===== config.mk =====
export PLATFORM = sky130hd
export DESIGN_NAME = seg7_encoder
export DESIGN_NICKNAME = d
export VERILOG_FILES = /design/src/rtl/seg7_pkg.sv /design/src/rtl/seg7_pattern_lookup.sv /design/src/rtl/seg7_encoder.sv
export SDC_FILE = /design/constraint.sdc
export NUM_CORES = 1
export LEC_CHECK = 0
export CAP_MARGIN = 20
export CORE_MARGIN = 4
export CORE_UTILIZATION = 51
export CTS_CLUSTER_SIZE = 25
export DETAILED_ROUTE_END_ITERATION = 6
export GPL_ROUTABILITY_DRIVEN = 1
export MAX_ROUTING_LAYER = met4
export PLACE_DENSITY = 0.76
export RECOVER_POWER = 50
export SYNTH_ARGS = -nofsm -noshare
export SYNTH_HDL_FRONTEND = slang
export SYNTH_SLANG_ARGS = --single-unit

===== constraint.sdc =====
create_clock -name clock -period 2.33 [get_ports clock]
set_input_delay 0.3495 -clock clock [delete_from_list [all_inputs] [get_ports clock]]
set_output_delay 0.3495 -clock clock [all_outputs]
set_load 0.01 [all_outputs]

===== src/rtl/seg7_pkg.sv =====
// seg7_pkg: shared glyph constants and FSM state type for the seven-segment decoder.
// Latency: n/a (constants and types only).
// Backpressure: n/a.
// Patterns are active-low, bit6=g .. bit0=a (0 = segment lit).
package seg7_pkg;

  localparam logic [6:0] SEG_0     = 7'b1000000;
  localparam logic [6:0] SEG_1     = 7'b1111001;
  localparam logic [6:0] SEG_2     = 7'b0100100;
  localparam logic [6:0] SEG_3     = 7'b0110000;
  localparam logic [6:0] SEG_4     = 7'b0011001;
  localparam logic [6:0] SEG_5     = 7'b0010010;
  localparam logic [6:0] SEG_6     = 7'b0000010;
  localparam logic [6:0] SEG_7     = 7'b1111000;
  localparam logic [6:0] SEG_8     = 7'b0000000;
  localparam logic [6:0] SEG_9     = 7'b0010000;
  localparam logic [6:0] SEG_A     = 7'b0001000;
  localparam logic [6:0] SEG_B     = 7'b0000011;
  localparam logic [6:0] SEG_C     = 7'b1000110;
  localparam logic [6:0] SEG_D     = 7'b0100001;
  localparam logic [6:0] SEG_E     = 7'b0000110;
  localparam logic [6:0] SEG_F     = 7'b0001110;
  localparam logic [6:0] SEG_BLANK = 7'b1111111;

  // TRACK: filtering, no result shown. PRESENT: result held until consumed.
  typedef enum logic {
    ST_TRACK   = 1'b0,
    ST_PRESENT = 1'b1
  } state_e;

endpackage


===== src/rtl/seg7_pattern_lookup.sv =====
// seg7_pattern_lookup: maps a 7-bit active-low segment pattern to its hex digit.
// Latency: combinational.
// Backpressure: none.
// Ports: pattern (in, 7b); value (out, 4b, 0 on miss); hit (out, legal glyph); blank (out, all segments off).
module seg7_pattern_lookup
  import seg7_pkg::*;
(
  input  logic [6:0] pattern,
  output logic [3:0] value,
  output logic       hit,
  output logic       blank
);

  always_comb begin
    value = 4'h0;
    hit   = 1'b1;
    blank = (pattern == SEG_BLANK);
    case (pattern)
      SEG_0:   value = 4'h0;
      SEG_1:   value = 4'h1;
      SEG_2:   value = 4'h2;
      SEG_3:   value = 4'h3;
      SEG_4:   value = 4'h4;
      SEG_5:   value = 4'h5;
      SEG_6:   value = 4'h6;
      SEG_7:   value = 4'h7;
      SEG_8:   value = 4'h8;
      SEG_9:   value = 4'h9;
      SEG_A:   value = 4'hA;
      SEG_B:   value = 4'hB;
      SEG_C:   value = 4'hC;
      SEG_D:   value = 4'hD;
      SEG_E:   value = 4'hE;
      SEG_F:   value = 4'hF;
      default: hit   = 1'b0;
    endcase
  end

endmodule


===== src/rtl/seg7_encoder.sv =====
// seg7_encoder: debounces a seven-segment pattern and emits each newly stable glyph once as a hex digit.
// Latency: out_valid rises STABLE_CYCLES-1 edges after a pattern is first sampled.
// Backpressure: out_valid/out_value/out_err hold until out_ready; one newer result is parked meanwhile.
// Ports: clock, resetn (async active-low), seg_in[6:0] (active-low, bit0=a..bit6=g),
//        out_value[3:0], out_err, out_valid, out_ready.
// Build option: define SEG7_ENCODER_ERR_EN to report illegal glyphs with out_err=1; otherwise they are ignored.
module seg7_encoder
  import seg7_pkg::*;
#(
  parameter int STABLE_CYCLES = 4
) (
  input  logic       clock,
  input  logic       resetn,
  input  logic [6:0] seg_in,
  output logic [3:0] out_value,
  output logic       out_err,
  output logic       out_valid,
  input  logic       out_ready
);

  localparam logic [3:0] CNT_MAX = 4'(STABLE_CYCLES - 1);
  localparam logic [3:0] CNT_PRE = 4'(STABLE_CYCLES - 2);

  logic [6:0] seg_q, seg_d;
  logic [3:0] cnt_q, cnt_d;
  logic [6:0] last_q, last_d;
  state_e     state_q, state_d;
  logic       pend_vld_q, pend_vld_d;
  logic [3:0] pend_val_q, pend_val_d;
  logic       pend_err_q, pend_err_d;
  logic [3:0] val_q, val_d;
  logic       err_q, err_d;
  logic       vld_q, vld_d;

  logic [3:0] lk_value;
  logic       lk_hit;
  logic       lk_blank;
  logic       same;
  logic       accept;
  logic       emit_ok;
  logic [3:0] new_val;
  logic       new_err;

  seg7_pattern_lookup u_lookup (
    .pattern (seg_q),
    .value   (lk_value),
    .hit     (lk_hit),
    .blank   (lk_blank)
  );

  assign same   = (seg_in == seg_q);
  // cnt is about to reach its terminal value on this edge: seg_q is accepted now.
  // Once saturated it stays put, so a held pattern is accepted only once.
  assign accept = same && (cnt_q == CNT_PRE);

`ifdef SEG7_ENCODER_ERR_EN
  assign emit_ok = accept && !lk_blank && (seg_q != last_q);
  assign new_val = lk_hit ? lk_value : 4'h0;
  assign new_err = !lk_hit;
`else
  assign emit_ok = accept && lk_hit && (seg_q != last_q);
  assign new_val = lk_value;
  assign new_err = 1'b0;
`endif

  always_comb begin
    seg_d      = seg_in;
    cnt_d      = 4'd0;
    last_d     = last_q;
    state_d    = state_q;
    pend_vld_d = pend_vld_q;
    pend_val_d = pend_val_q;
    pend_err_d = pend_err_q;
    val_d      = val_q;
    err_d      = err_q;
    vld_d      = vld_q;

    if (same) begin
      cnt_d = (cnt_q == CNT_MAX) ? cnt_q : cnt_q + 4'd1;
    end

    // A stable blank re-arms the digit it interrupted without emitting anything.
    if (accept && lk_blank) begin
      last_d = SEG_BLANK;
    end
    if (emit_ok) begin
      last_d = seg_q;
    end

    case (state_q)
      ST_TRACK: begin
        // A fresh acceptance is newer than anything parked, so it wins.
        if (emit_ok) begin
          val_d      = new_val;
          err_d      = new_err;
          vld_d      = 1'b1;
          pend_vld_d = 1'b0;
          state_d    = ST_PRESENT;
        end else if (pend_vld_q) begin
          val_d      = pend_val_q;
          err_d      = pend_err_q;
          vld_d      = 1'b1;
          pend_vld_d = 1'b0;
          state_d    = ST_PRESENT;
        end
      end
      ST_PRESENT: begin
        if (emit_ok) begin
          pend_vld_d = 1'b1;
          pend_val_d = new_val;
          pend_err_d = new_err;
        end
        if (out_ready) begin
          vld_d   = 1'b0;
          state_d = ST_TRACK;
        end
      end
      default: begin
        vld_d   = 1'b0;
        state_d = ST_TRACK;
      end
    endcase
  end

  always_ff @(posedge clock or negedge resetn) begin
    if (!resetn) begin
      seg_q      <= SEG_BLANK;
      cnt_q      <= 4'd0;
      last_q     <= SEG_BLANK;
      state_q    <= ST_TRACK;
      pend_vld_q <= 1'b0;
      pend_val_q <= 4'h0;
      pend_err_q <= 1'b0;
      val_q      <= 4'h0;
      err_q      <= 1'b0;
      vld_q      <= 1'b0;
    end else begin
      seg_q      <= seg_d;
      cnt_q      <= cnt_d;
      last_q     <= last_d;
      state_q    <= state_d;
      pend_vld_q <= pend_vld_d;
      pend_val_q <= pend_val_d;
      pend_err_q <= pend_err_d;
      val_q      <= val_d;
      err_q      <= err_d;
      vld_q      <= vld_d;
    end
  end

  assign out_value = val_q;
  assign out_err   = err_q;
  assign out_valid = vld_q;

endmodule


; Yosys cells after proc, flatten, opt, wreduce, memory -nomap -nowiden
; Cells that the tools add are included.
[totals]
ff_bits = 30
latchBits = 0
mem_bits_rw = 0
mem_bits_ro = 0
in_bits = 10
out_inout_bits = 6
memories = 0
[op_classes]
addsub = 1
multipliers = 0
div_mod_pow = 0
n_lt_le_gt_ge = 0
n_eq_ne = 24
n_shift = 0
mux = 20
n_bitwise = 1
reduce_logical = 11
[ops]
columns = cell, count
row1 = one-hot mux 4 bit (15 select lines), 1
row2 = equality test 7 bit (second input constant), 5
row3 = equality test 7 x 5 -> 1 bit (second input constant), 3
row4 = equality test 7 x 6 -> 1 bit (second input constant), 3
row5 = 2-to-1 mux 4 bit, 4
row6 = OR reduction 16 bit, 1
row7 = equality test 7 x 2 -> 1 bit (second input constant), 2
row8 = equality test 7 x 4 -> 1 bit (second input constant), 2
row9 = 2-to-1 mux 7 bit, 2
row10 = 2-to-1 mux 1 bit, 10
row11 = equality test 4 x 2 -> 1 bit (second input constant), 2
row12 = equality test 7 x 3 -> 1 bit (second input constant), 1
row13 = equality test 7 bit, 1
row14 = zero test 7 bit, 1
row15 = inequality test 7 bit, 1
row16 = one-hot mux 1 bit (2 select lines), 3
row17 = AND reduction 2 bit, 3
row18 = adder 4 x 1 -> 4 bit (second input constant), 1
row19 = logical AND 1 bit, 4
row20 = inequality test 2 bit (second input constant), 2
row21 = nonzero test 2 bit, 2
row22 = inequality test 3 bit (second input constant), 1
row23 = inequality test 2 x 1 -> 1 bit (second input constant), 1
row24 = NOT 1 bit, 1

; Depth between registers and ports, before layout
[logic_depth]
word_depth = 7
depth_mapped = 9
mapped_depth_nobuf = 8

; Hierarchy
; From an unflattened synthesis, not the netlist that was laid out.
[hier_totals]
hier_cells = 175
area_unflattened_um2 = 1774.2
[modules_own_cells]
columns = mod, n_inst, cells_each, area_each_um2
row1 = seg7_encoder, 1, 116, 1392.6
row2 = seg7_pattern_lookup, 1, 59, 381.6

; Worst setup path after synthesis
; OpenSTA, ideal clock, no wires.
[synth_path]
path_kind = register to register
startpoint = register seg_q[0]
endpoint = register last_q[5]
setup_ns = 0.085
t_arrival_ns = 2.407
required_time_ns = 2.245
path_slack_ns = -0.162
stages_incl_launch_ff = 10
path_buffers = 3
synth_period_minus_slack_ns = 2.492
path_cell_list = dfstp_2 -> clkbuf_1 -> clkbuf_1 -> xnor2_1 -> nand4_1 -> nor4_1 -> nand2_1 -> nor2_1 -> buf_4 -> mux2_1
[synth_between]
elab_chain_cells = 6
word_cells_on_any_way = 27
classes_between = eq/ne: 18 / mux: 2 / reduce/logical: 7
[synth_lines]
columns = item, line
row1 = from (decl), seg7_encoder.sv:24  ; logic [6:0] seg_q, seg_d;
row2 = from (signal assigned), seg7_encoder.sv:138  ; seg_q <= seg_d;
row3 = "equality test 7 bit, or another cell as far along", seg7_pattern_lookup.sv:18  ; case (pattern)
row4 = OR reduction 16 bit (no source line), -
row5 = 2-to-1 mux 1 bit, seg7_pattern_lookup.sv:18
row6 = logical AND 1 bit (2 in series), seg7_encoder.sv:61  ; assign emit_ok = accept && lk_hit && (seg_q != last_q);
row7 = 2-to-1 mux 7 bit / nonzero test 2 bit (equally long branches), -
row8 = to (signal assigned), seg7_encoder.sv:140  ; last_q <= last_d;
row9 = to (decl), seg7_encoder.sv:26  ; logic [6:0] last_q, last_d;
; Parallel ways exist; a longest one is shown, timed or not.
; A chain may end at the register's enable or synchronous reset.

; Worst setup path in the final report
[layout_path]
startpoint = register seg_q[5]
endpoint = register last_q[5]
; Same word-level chain as after synthesis.

==> results by group <==
Outcome
  – Status: finished, violations left
  – Failing checks: capacitance limit, slew limit, setup timing

Critical path
  – WP data arrival: 2.71 ns
  – CP top delay family: simple AND/OR/NAND/NOR gates
  – Crit start category: flip-flop
  – Worst Setup SP: seg_q[5]
  – WS Path Type: flip-flop to flip-flop
  – Most common cell on crit path: or4b_4
  – Worst EP required: 2.59 ns
  – Critical Path, Cell by Cell: or4b_4 > or4b_4 > nand3_4 > nor4_4 > nor2_2 > buf_6 > mux2_4
  – Worst-path maximum fanout: 7
  – Worst Path Buf+Inv: 1
  – CP max stage delay: 0.55 ns
  – Slowest CP cell: or4b_4
  – CP endpoint kind: flip-flop
  – Reg-to-reg critical path startpoint: seg_q[5]

Logic synthesis
  – Seq/Total Area, Yosys: 43.5%
  – Yosys reg bits: 29
  – Post-Syn Nets: 180
  – Async set or reset register ratio after synthesis: 100%
  – Dominant cells by area after synthesis: dfrtp_1 22%, dfstp_2 22%, mux2_1 5.9%
  – Yosys Warn Count: 0
  – Yosys top cell area share: 22.0%
  – Syn Std Cell Area: 1710 um^2
  – Synth area leader: dfrtp_1
  – Post-synth EDFFs: 0
  – Syn Inst Count: 168
  – Primary FF master, synth: dfrtp_1
  – Post-Synthesis Mean Instance Area: 10.2 um^2
  – Number of distinct library cells after synthesis: 52

Clock tree
  – Root Driver: clkbuf_4
  – Longest Clk Path Bufs: 2
  – Worst-Skew Late Latency: 0.34 ns
  – Clock net sink count: 29
  – Hold buffer count at cts: 0
  – Num CTS Buffers: 5
  – CTS tree: built
  – Reg clk slew, reported paths: 0.09 ns
  – H-tree depth: 2

Floorplan
  – Chip width: 65.9 um
  – # IOs: 16
  – Std cell rows: 20
  – Die ar.: 4340 um^2
  – Core area: 3130 um^2
  – Die height: 65.9 um
  – Initial Utilization: 54.6%

Finish
  – Commonest non-fill, non-tap cell in the layout: buf_4
  – Layout Utilization: 70.9%
  – Nets: 217
  – Ant diodes: 0
  – Area grow syn2layout: 29.7%
  – Fill cells: 237
  – Most frequent cells in the layout: 23 x buf_4, 15 x dfrtp_1, 14 x dfstp_2, 11 x nand2b_1, 10 x xnor2_1
  – Share of layout cells above drive strength 1: 34.0%

Timing
  – Fin crit period: 2.45 ns
  – Part of the cycle the worst path needs: 105%
  – Max Clk Rate: 409 MHz
  – Clk_skew: 0.0104 ns
  – Max-slew violations: 29
  – Final hold slack: 0.521 ns
  – Final worst setup slack: -0.116 ns
  – Endpoints failing setup: 12
  – Slew HR: -0.227%
  – Least-Margin Pin Slew: 1.50 ns
  – Final hold viol count: 0
  – RSZ-0062 raised after global routing: yes

Placed design
  – DP HPWL: 2730 um
  – Buffers on Ports: 14
  – RePlAce Congestion: 0.867
  – Pre-CTS WS: -0.0891 ns

Power
  – PwrDens: 450 nW/um^2
  – Max VDD drop: 0.000315 V
  – Static Leak: 0.960 nW

Global route
  – GR Overflow Total: 0
  – Global-route usage over all layers: 20.3%
  – Initial antenna violation count: 0
  – First-pass GRT wire length: 6550 um
  – Vias in the first global route: 1407
  – Pin count of the biggest net entering global routing: 30

Drt
  – Vias/cell: 5.82
  – WL/cell: 15.9 um
  – First DRT Iteration DRCs: 120
  – Detail Route Antenna Nets: 0
  – Post-route DRC: 0
  – Total Wirelength: 3970 um
  – First-pass DRT Iterations: 4
  – Routed vias: 1455

Min path
  – Hold path startpoint: out_value[2]
  – Hold Path Class: flip-flop to flip-flop

Run
  – Max Cap Violations: 1
[power breakdown]
part / total (mW) / internal, mW / switching, mW
Combinational: 0.114 / 0.0548 / 0.0588
Sequential: 0.529 / 0.516 / 0.0138
Clock: 0.354 / 0.175 / 0.180
[worst paths after layout]
| kind | slack, ns | cells past startpoint | end |
|---|---|---|---|
| max | -0.12 | 7 | last_q[5] |
| min in group asynchronous | 0.90 | 2 | out_valid |
| min | 0.52 | 1 | out_value[2] |
| max reg2reg | -0.12 | 7 | last_q[5] |
| min reg2reg | 0.52 | 1 | out_value[2] |
| max in group asynchronous | 0.55 | 2 | cnt_q[2] |
[cell type report]
cell class	instances	area (um^2)	area share, %
Tap cell	44	55.1	2.48
Clock buffer	7	65.1	2.93
Inverter	5	18.8	0.846
Clock inverter	1	5.00	0.226
Sequential cell	29	743	33.5
Multi-Input combinational cell	123	980	44.2
Timing Repair Buffer	41	350	15.8
[routing by layer]
layer / share of wire [%] / up-vias / track usage [%]
li1: - / 687 / -
met1: 45 / 733 / 26.8
met2: 50 / 29 / 30.9
met3: 3.6 / 6 / 5.10
met4: 1.2 / 0 / 6.22
met5: 0 / - / -
[cells by family after synthesis]
| logic type | Yosys count | share of synthesized area, % |
|---|---|---|
| compound gates | 29 | 13.0 |
| xor+xnor | 16 | 8.20 |
| fa+ha+maj | 2 | 1.46 |
| buf+inv | 16 | 4.03 |
| flops | 29 | 43.5 |
| mux | 10 | 6.52 |
| other cells | 1 | 0.219 |
| simple gates | 65 | 23.1 |
[stage by stage]
stage | std cells | total power, mW | cell area (um^2) | setup TNS, ns
after floorplan | 168 | 0.593 | 1740 | -0.0561
after global placement | 234 | 0.640 | 2030 | -0.469
after detailed placement | 234 | 0.645 | 2030 | -0.815
after CTS | 245 | 1.00 | 2150 | -0.658
after global routing | 250 | 1.05 | 2220 | -2.24
final | 250 | 0.997 | 2220 | -0.962
[cells in the mapped netlist, types with 2 or more instances]
cell	number
a211oi_1	3
and3_1	2
dfrtp_1	15
xor2_1	6
nand2b_1	11
nand3b_1	2
or3_1	2
nand2_1	5
nor3_1	3
nand4_1	5
buf_4	2
clkbuf_1	8
inv_1	5
nor2_1	10
nor4_1	4
ha_1	2
a21oi_1	5
nor3b_1	2
o21a_1	2
dfstp_2	14
o21ai_0	2
xnor2_1	10
a2bb2oi_1	2
or4_1	3
mux2_1	9
o211ai_1	2
nand3_1	7
[worst register-to-register path: stages (launching register included)]
cell	delay, ns
dfstp_2	0.54
or4b_4	0.46
or4b_4	0.55
nand3_4	0.10
nor4_4	0.06
nor2_2	0.18
buf_6	0.17
mux2_4	0.31
[state kept, by name, indices dropped and copies added, names as in the netlist]
signal and cells:
seg_q 7, pend_val_q 4, out_valid 1, state_q 1
pend_vld_q 1, out_value 4, cnt_q 4, last_q 7
[timing repair]
item	4_1_cts	5_1_grt
endpoints found under the setup margin	13	18
pin swaps	2	6
setup buffers	3	5
resized for setup	6	10
Note: power is estimated with default switching activity, not from simulation.
